### src/rtl/instruction_fetch_if.sv
// Fetch-side bundle: redirect from the backend, I-cache read port and
// instruction-queue push port. master = fetch unit, slave = its environment.
interface instruction_fetch_if;
  logic        flush;
  logic [31:0] flush_pc;
  logic        imem_read;
  logic [31:0] imem_address;
  logic        imem_resp;
  logic [31:0] imem_rdata;
  logic        iq_full;
  logic        iq_load;
  logic [31:0] iq_pc;
  logic [31:0] iq_next_pc;
  logic [31:0] iq_instr;

  modport master (
    input  flush, flush_pc, imem_resp, imem_rdata, iq_full,
    output imem_read, imem_address, iq_load, iq_pc, iq_next_pc, iq_instr
  );

  modport slave (
    output flush, flush_pc, imem_resp, imem_rdata, iq_full,
    input  imem_read, imem_address, iq_load, iq_pc, iq_next_pc, iq_instr
  );
endinterface

### src/rtl/instruction_fetch.sv
// Instruction fetch: one outstanding I-cache read, push into the instruction queue.
// Optional JAL target prediction when IFETCH_JAL_PREDICT_EN is defined.
//
// state | meaning
// FETCH | read outstanding at pc; a response is pushed or parked
// HOLD  | response parked in hold_* because the queue was full; no read
// DRAIN | flushed while a read was in flight; wait for it, then go to redirect_pc
module instruction_fetch #(
  parameter logic [31:0] RESET_PC = 32'h0000_0060
) (
  input  logic                 clk,
  input  logic                 rst,
  instruction_fetch_if.master  bus
);

  typedef enum logic [1:0] {
    FETCH = 2'd0,
    HOLD  = 2'd1,
    DRAIN = 2'd2
  } state_e;

  state_e      state_q, state_d;
  logic [31:0] pc_q, pc_d;
  logic [31:0] redirect_pc_q, redirect_pc_d;
  logic [31:0] hold_instr_q, hold_instr_d;
  logic [31:0] hold_next_pc_q, hold_next_pc_d;
  logic [31:0] fetch_npc;

`ifdef IFETCH_JAL_PREDICT_EN
  logic        is_jal;
  logic [31:0] jal_imm;

  assign is_jal  = (bus.imem_rdata[6:0] == 7'b1101111);
  assign jal_imm = {{11{bus.imem_rdata[31]}}, bus.imem_rdata[31], bus.imem_rdata[19:12],
                    bus.imem_rdata[20], bus.imem_rdata[30:21], 1'b0};
  assign fetch_npc = is_jal ? (pc_q + jal_imm) : (pc_q + 32'd4);
`else
  assign fetch_npc = pc_q + 32'd4;
`endif

  always_ff @(posedge clk or posedge rst) begin
    if (rst) begin
      state_q        <= FETCH;
      pc_q           <= RESET_PC;
      redirect_pc_q  <= 32'd0;
      hold_instr_q   <= 32'd0;
      hold_next_pc_q <= 32'd0;
    end else begin
      state_q        <= state_d;
      pc_q           <= pc_d;
      redirect_pc_q  <= redirect_pc_d;
      hold_instr_q   <= hold_instr_d;
      hold_next_pc_q <= hold_next_pc_d;
    end
  end

  always_comb begin
    state_d          = state_q;
    pc_d             = pc_q;
    redirect_pc_d    = redirect_pc_q;
    hold_instr_d     = hold_instr_q;
    hold_next_pc_d   = hold_next_pc_q;
    // the address is pc_q in every reading state; pc_q only moves on a response
    // or while in HOLD, so the request stays stable until it completes
    bus.imem_read    = (state_q != HOLD);
    bus.imem_address = pc_q;
    bus.iq_load      = 1'b0;
    bus.iq_pc        = 32'd0;
    bus.iq_next_pc   = 32'd0;
    bus.iq_instr     = 32'd0;

    if (!rst) begin
      case (state_q)
        FETCH: begin
          if (bus.flush) begin
            if (bus.imem_resp) begin
              pc_d = bus.flush_pc;
            end else begin
              redirect_pc_d = bus.flush_pc;
              state_d       = DRAIN;
            end
          end else if (bus.imem_resp) begin
            if (!bus.iq_full) begin
              bus.iq_load    = 1'b1;
              bus.iq_pc      = pc_q;
              bus.iq_next_pc = fetch_npc;
              bus.iq_instr   = bus.imem_rdata;
              pc_d           = fetch_npc;
            end else begin
              hold_instr_d   = bus.imem_rdata;
              hold_next_pc_d = fetch_npc;
              state_d        = HOLD;
            end
          end
        end

        HOLD: begin
          if (bus.flush) begin
            pc_d    = bus.flush_pc;
            state_d = FETCH;
          end else if (!bus.iq_full) begin
            bus.iq_load    = 1'b1;
            bus.iq_pc      = pc_q;
            bus.iq_next_pc = hold_next_pc_q;
            bus.iq_instr   = hold_instr_q;
            pc_d           = hold_next_pc_q;
            state_d        = FETCH;
          end
        end

        DRAIN: begin
          if (bus.imem_resp) begin
            pc_d    = bus.flush ? bus.flush_pc : redirect_pc_q;
            state_d = FETCH;
          end else if (bus.flush) begin
            redirect_pc_d = bus.flush_pc;
          end
        end

        default: state_d = FETCH;
      endcase
    end
  end

endmodule

### src/flat_wrapper.sv
// flat-port wrapper written by rule: the top's interface ports become plain ports
module instruction_fetch_flat 
#(
  parameter logic [31:0] RESET_PC = 32'h0000_0060
)
  (clk, rst, bus_flush, bus_flush_pc, bus_imem_resp, bus_imem_rdata, bus_iq_full, bus_imem_read, bus_imem_address, bus_iq_load, bus_iq_pc, bus_iq_next_pc, bus_iq_instr);
  instruction_fetch_if bus_i ();
  input  logic clk;
  input  logic rst;
  input wire logic [$bits(bus_i.flush)-1:0] bus_flush;
  input wire logic [$bits(bus_i.flush_pc)-1:0] bus_flush_pc;
  input wire logic [$bits(bus_i.imem_resp)-1:0] bus_imem_resp;
  input wire logic [$bits(bus_i.imem_rdata)-1:0] bus_imem_rdata;
  input wire logic [$bits(bus_i.iq_full)-1:0] bus_iq_full;
  output wire logic [$bits(bus_i.imem_read)-1:0] bus_imem_read;
  output wire logic [$bits(bus_i.imem_address)-1:0] bus_imem_address;
  output wire logic [$bits(bus_i.iq_load)-1:0] bus_iq_load;
  output wire logic [$bits(bus_i.iq_pc)-1:0] bus_iq_pc;
  output wire logic [$bits(bus_i.iq_next_pc)-1:0] bus_iq_next_pc;
  output wire logic [$bits(bus_i.iq_instr)-1:0] bus_iq_instr;
  assign bus_i.flush = bus_flush;
  assign bus_i.flush_pc = bus_flush_pc;
  assign bus_i.imem_resp = bus_imem_resp;
  assign bus_i.imem_rdata = bus_imem_rdata;
  assign bus_i.iq_full = bus_iq_full;
  assign bus_imem_read = bus_i.imem_read;
  assign bus_imem_address = bus_i.imem_address;
  assign bus_iq_load = bus_i.iq_load;
  assign bus_iq_pc = bus_i.iq_pc;
  assign bus_iq_next_pc = bus_i.iq_next_pc;
  assign bus_iq_instr = bus_i.iq_instr;
  instruction_fetch #(.RESET_PC(RESET_PC)) u_core (.clk(clk), .rst(rst), .bus(bus_i));
endmodule
### config.mk
export PLATFORM = sky130hd
export DESIGN_NAME = instruction_fetch_flat
export DESIGN_NICKNAME = d
export VERILOG_FILES = /design/src/rtl/instruction_fetch_if.sv /design/src/rtl/instruction_fetch.sv /design/src/flat_wrapper.sv
export SDC_FILE = /design/constraint.sdc
export NUM_CORES = 1
export LEC_CHECK = 0
export ABC_AREA = 1
export CAP_MARGIN = 20
export CORE_ASPECT_RATIO = 1.4
export CORE_MARGIN = 10
export CORE_UTILIZATION = 35
export CTS_CLUSTER_DIAMETER = 80
export DETAILED_ROUTE_END_ITERATION = 16
export SYNTH_ARGS = -nofsm -noshare
export SYNTH_HDL_FRONTEND = slang
export SYNTH_SLANG_ARGS = --single-unit
### constraint.sdc
create_clock -name clk -period 5.6 [get_ports clk]
set_input_delay 1.12 -clock clk [delete_from_list [all_inputs] [get_ports clk]]
set_output_delay 1.12 -clock clk [all_outputs]
set_load 0.05 [all_outputs]
After elaboration in Yosys (flattened, before gate mapping)
Cells that the tools add are included.

word-level totals
  bits of input ports = 69
  register bits after elaboration = 130

operators by class
  bitwise gates (word level) = 2
  mux-type cells = 47
  equality and inequality tests = 13
  add/sub/neg operators = 1
  reductions and logical operators = 7

operator list
  operator                                               count
  two-way mux 32 bit                                     28
  case mux 32 bit (2 select lines)                       4
  case mux 32 bit (3 select lines)                       1
  adder 32 x 3 -> 32 bit, second input constant          1
  inequality test 3 bit, second input constant           5
  two-way mux 2 bit                                      7
  AND reduction 6 bit                                    2
  inequality test 2 bit, second input constant           5
  AND reduction 5 bit                                    2
  case mux 2 bit (3 select lines)                        1
  two-way mux 1 bit                                      5
  nonzero test 3 bit                                     1
  == test 2 x 1 -> 1 bit, second input constant          1
  == test 2 bit, second input constant                   1
  zero test 2 bit                                        1
  inequality test 2 x 1 -> 1 bit, second input constant  1
  inverter 1 bit                                         2
  case mux 1 bit (2 select lines)                        1
  nonzero test 2 bit                                     1

Longest topological paths before layout
  word-level depth = 6
  gate-level depth with buffers = 12

Worst setup path before layout
No wires, ideal clock.

  path type = in2out
  from = input port bus_flush
  to = output port bus_iq_pc[10]
  stages = 9
  data required time = 4.480 ns
  arrival = 3.106 ns
  buffers on the path = 2
  setup slack = 1.374 ns
  cells stage by stage = buf_6 -> clkinv_2 -> nand2_2 -> nor2_4 -> inv_2 -> a21oi_2 -> inv_2 -> buf_2 -> nor2_1

between the ends
  cells in the longest elaborated chain, start to end = 3
  elaborated cells between the ends (all ways) = 4
  those cells by class = mux (4)

ends and longest elaborated chain
  what                                          line                                              RTL
  start: declaration                            flat_wrapper.sv:10                                input wire logic [$bits(bus_i.flush)-1:0] bus_flush;
  two-way mux 32 bit, on equally long branches  instruction_fetch.sv:98, instruction_fetch.sv:75
  case mux 32 bit (2 select lines) *            instruction_fetch.sv:73                           case (state_q)
  two-way mux 32 bit *                          instruction_fetch.sv:72                           if (!rst) begin
  end: declaration                              flat_wrapper.sv:18                                output wire logic [$bits(bus_i.iq_pc)-1:0] bus_iq_pc;

Every way passes the cells marked *; elsewhere a longest branch is shown, timed or not.

Worst setup path after layout
  from = input port bus_iq_full
  to = output port bus_iq_instr[30]

between the ends
  cells in the longest elaborated chain, start to end = 5
  elaborated cells between the ends (all ways) = 7
  those cells by class = mux (7)

ends and longest elaborated chain
  what                                line                     RTL
  start: declaration                  flat_wrapper.sv:14       input wire logic [$bits(bus_i.iq_full)-1:0] bus_iq_full;
  two-way mux 32 bit                  instruction_fetch.sv:83  if (!bus.iq_full) begin
  two-way mux 32 bit                  instruction_fetch.sv:82  end else if (bus.imem_resp) begin
  two-way mux 32 bit                  instruction_fetch.sv:75  if (bus.flush) begin
  case mux 32 bit (2 select lines) *  instruction_fetch.sv:73
  two-way mux 32 bit *                instruction_fetch.sv:72
  end: declaration                    flat_wrapper.sv:20       output wire logic [$bits(bus_i.iq_instr)-1:0] bus_iq_instr;

Marked as above.

==> impl.org <==
** Job
- Across the run, the number of max-cap violations was 0.

** GRT
- Number of antenna violations at the first check in global routing :: 0
- Summed over all layers, the global routing overflow is 0.
- Entering global routing, the biggest net connects 98 pins.
- The number of global-route vias before repair is 9133.
- The first global-routing pass estimated 51.6 mm of wire.
- Global routing used 20.0% of the available tracks across all layers.

** Clocking
- After clock tree synthesis, the clock-pin slew on the worst setup and hold paths is 0.06 ns.
- Buffers inserted during clock tree synthesis total 17.
- Hold repair after CTS inserted 0 buffers.
- Clock network latency to the later pin of the worst-skew pair :: 0.43 ns
- Total number of H-tree levels :: 4
- Root buffer selected by CTS :: sky130_fd_sc_hd__clkbuf_16
- CTS tree :: done
- Buffers inserted during post-CTS setup optimization :: 0
- The clock passes through at most 2 buffers.
- Gates resized during post-CTS repair numbered 0.
- Number of sinks handled by clock tree synthesis :: 130

** Synthesis
- Async set or reset register ratio after synthesis :: 100%
- Commonest cells post-synth :: sky130_fd_sc_hd__nand2_1, sky130_fd_sc_hd__o21ai_0, sky130_fd_sc_hd__inv_1
- Number of different library cells in the post-synthesis netlist :: 40
- Synth Flop Type :: sky130_fd_sc_hd__dfrtp_1
- Adder and majority cell fraction of the synthesized area :: 0.706%
- Xor and xnor fraction of the mapped netlist area :: 1.62%
- After synthesis, the largest area contributor takes up 36.2% of total cell area.
- After synthesis the netlist holds a flip-flop and latch count of 130.
- By area, the combinational part of the netlist is dominated by simple AND/OR/NAND/NOR gates.
- Yosys printed 0 warnings.
- In the synthesized netlist, mux cells make up 0% of the area.
- Summing the areas of all compound-gate instances in the mapped netlist gives 17.5% of the synthesized area.
- Counting every instance in the synthesized netlist gives 1398.
- The synthesized netlist devotes 32.9% of its cell area to simple gates.
- The most common cell in the synthesized netlist is sky130_fd_sc_hd__nand2_1.
- Summing the sequential cell areas from Yosys gives 36.8% of the chip area.
- The number of nets in the synthesized netlist is 1472.
- By area the synthesized netlist is led by sky130_fd_sc_hd__dfrtp_1, sky130_fd_sc_hd__nand2_1, sky130_fd_sc_hd__o21ai_0.
- The biggest area contributor in the post-synthesis netlist is sky130_fd_sc_hd__dfrtp_1.
- Mean instance size in the synthesized netlist :: 6.33 µm²
- Counting flops with a built-in enable in the synthesized netlist gives 0.
- The cell area that synthesis handed to floorplanning was 0.00886 mm².

** Final layout
- The number of antenna diodes in the final layout is 0.
- Fraction of final layout cells with drive strength greater than 1 :: 11.7%
- The count of cells in the finished layout, fillers not included, comes to 1874.
- For this run, the post-layout net count is 1620.
- Area growth syn-to-layout :: 34.1%
- Counting the fill cells in the layout gives 2518.

** Timing
- Normalized max-slew margin :: 31.1%
- The worst path meets setup with 1.09 ns of slack.
- Total of endpoints with negative setup slack in the final report :: 0
- Slew at the pin closest to its max-slew limit :: 1.03 ns
- In the finished design, the share of the clock period the worst path needs comes to 80.5%.
- Post-route worst hold slack :: 0.471 ns
- Number of pins exceeding their max-slew limit in the final report :: 0
- Count of final hold-check violations :: 0
- Accumulated negative setup slack :: 0 ns
- Subtracting the final worst setup slack from the clock period gives 4.51 ns.
- Timing would allow up to 0.222 GHz.
- Clock skew on the completed layout was measured at 0.0117 ns.
- Setup repair after global routing left no endpoint under its margin.

** Floorplan
- The core region is 0.0248 mm².
- The floorplan has 68 rows.
- Measured along the x axis, the die boundary spans 154 µm.
- Starting Density :: 35.8%
- For this design the top-level I/O count stands at 199.
- The die covers 0.0322 mm².
- From bottom edge to top edge, the die measures 208 µm.

** Pwr
- Leakage Power :: 5.44 nW
- The worst-case IR drop observed on VDD is 0.000229 V.
- Power per unit of standard cell area :: 470 mW/mm²
- Overall power after layout :: 5.59 mW

** Setup path
- Startpoint-to-endpoint class of the critical path :: input pin to primary output
- Walking the worst path, the cells encountered are clkdlybuf4s50_1, nor2_1, nand2_1, inv_2, buf_4, nand2_1, a21oi_1, buf_4.
- Worst path arrival time :: 3.39 ns
- At the worst endpoint, the required time is 4.48 ns.
- Critical path peak fanout :: 32
- Slowest stage delay, CP :: 0.54 ns
- Cell with the largest stage delay on the worst path :: sky130_fd_sc_hd__clkdlybuf4s50_1
- Startpoint type of the worst setup path :: input pin
- The worst setup path is captured at a primary output.

** Routing
- Number of remaining DRC errors :: 0
- The routed design has 32.7 mm of wire.
- Dividing the detail-routed via count by the number of cells gives 4.97.
- Initial DRC count :: 733
- Antenna-violating nets left :: 0
- Routed length per placed instance :: 17.4 µm
- Summing over every cut layer, the via total after detailed routing is 9317.
- The first detailed-routing pass ran for 5 iterations.

** Placement
- Summed over all nets, the half-perimeter wirelength after detailed placement is 23.5 mm.
- During placement, the flow inserted port buffers numbering 198.
- Placed Cells incl. Taps :: 1842
- Worst-case setup slack after placement :: 1.06 ns
- Placer congestion estimate :: 0.904

** Hold path
- Path class of the lowest-slack min-delay path :: flip-flop to flip-flop

** Run status
- Result of the run :: completed
## flip-flops by register name, indices dropped and copies added (netlist names)
signal and flops:
u_core.hold_instr_q 32, u_core.bus.imem_address 32, u_core.redirect_pc_q 32, u_core.state_q 2, u_core.hold_next_pc_q 32
## cell usage in the layout (no fill, tap or decap), types with 3 or more instances in the layout
master	synthesis	final
sky130_fd_sc_hd__xor2_2	4	4
sky130_fd_sc_hd__nand3_1	43	43
sky130_fd_sc_hd__o21a_1	3	3
sky130_fd_sc_hd__a22oi_1	3	3
sky130_fd_sc_hd__a21oi_1	120	120
sky130_fd_sc_hd__clkbuf_16	0	17
sky130_fd_sc_hd__o21ai_0	155	155
sky130_fd_sc_hd__ha_1	5	4
sky130_fd_sc_hd__xor2_1	8	8
sky130_fd_sc_hd__inv_6	0	5
sky130_fd_sc_hd__clkdlybuf4s50_1	0	99
sky130_fd_sc_hd__buf_4	13	63
sky130_fd_sc_hd__nand2_1	580	580
sky130_fd_sc_hd__a31oi_1	3	3
sky130_fd_sc_hd__nand2_2	5	5
sky130_fd_sc_hd__nor2_4	5	5
sky130_fd_sc_hd__buf_12	0	48
sky130_fd_sc_hd__inv_1	136	135
sky130_fd_sc_hd__inv_2	6	6
sky130_fd_sc_hd__o22ai_1	6	6
sky130_fd_sc_hd__nor2_2	9	9
sky130_fd_sc_hd__nor2_1	78	78
sky130_fd_sc_hd__dfrtp_1	128	128
sky130_fd_sc_hd__clkinv_4	0	3
## per-layer routing
metal  up-vias  wire [µm]  part of all wire [%]  global-route usage [%]
met3        70       1910                   5.8                    3.45
li1       4697          -                     -                       -
met5         -          0                     0                       0
met4         0       1350                   4.1                    9.18
met2       303      15600                    48                    32.7
met1      4247      13900                    42                    25.0
## cell type report
cell class / count / area, µm² / area share (%)
clock inverters: 13 / 150 / 1.26
repair buffers: 211 / 2430 / 20.5
flip-flops and latches: 130 / 3260 / 27.4
multi-input cells: 1043 / 4680 / 39.4
well taps: 315 / 394 / 3.32
inverters: 143 / 541 / 4.55
clock buffers: 19 / 433 / 3.64
## worst max-delay path, delay by kind of cell
kind                   cells  cell delay (ns)
AND/OR/NAND/NOR            3             0.42
AO/OA/AOI/OAI              1             0.15
buffers and inverters      4             1.68
## report_power, final
| group | internal, mW | switching [mW] | total [mW] |
|---|---|---|---|
| clock | 0.663 | 0.467 | 1.13 |
| sequential | 1.38 | 0.390 | 1.77 |
| combinational | 0.853 | 1.83 | 2.69 |
## stage by stage
step / utilization [%] / area (µm²)
global placement: 45.6 / 11300
finish: 48.0 / 11900
floorplan: - / 8860
detailed placement: 45.6 / 11300
global route: 48.0 / 11900
CTS: 48.0 / 11900
## cells by family after synthesis
group	after synthesis
DFF	130
and+or+nand+nor	727
xor gates and xnor gates	13
AOI/OAI and AO/OA	298
buffers and inverters	225
adders and majority gates	5
## final timing paths
kind | start | to | slack (ns) | cells past startpoint
worst max-delay path | bus_iq_full | bus_iq_instr[30] | 1.09 | 8
worst min-delay path | u_core.hold_instr_q[3] | u_core.hold_instr_q[3] | 0.47 | 2
worst max register to register | u_core.state_q[1] | u_core.bus.imem_address[8] | 2.79 | 10
worst min register to register | u_core.hold_instr_q[3] | u_core.hold_instr_q[3] | 0.47 | 2
max in group asynchronous | rst | u_core.bus.imem_address[21] | 3.01 | 4
min in group asynchronous | rst | u_core.hold_next_pc_q[20] | 1.52 | 3
No activity file was read; power rests on OpenSTA's default activity.
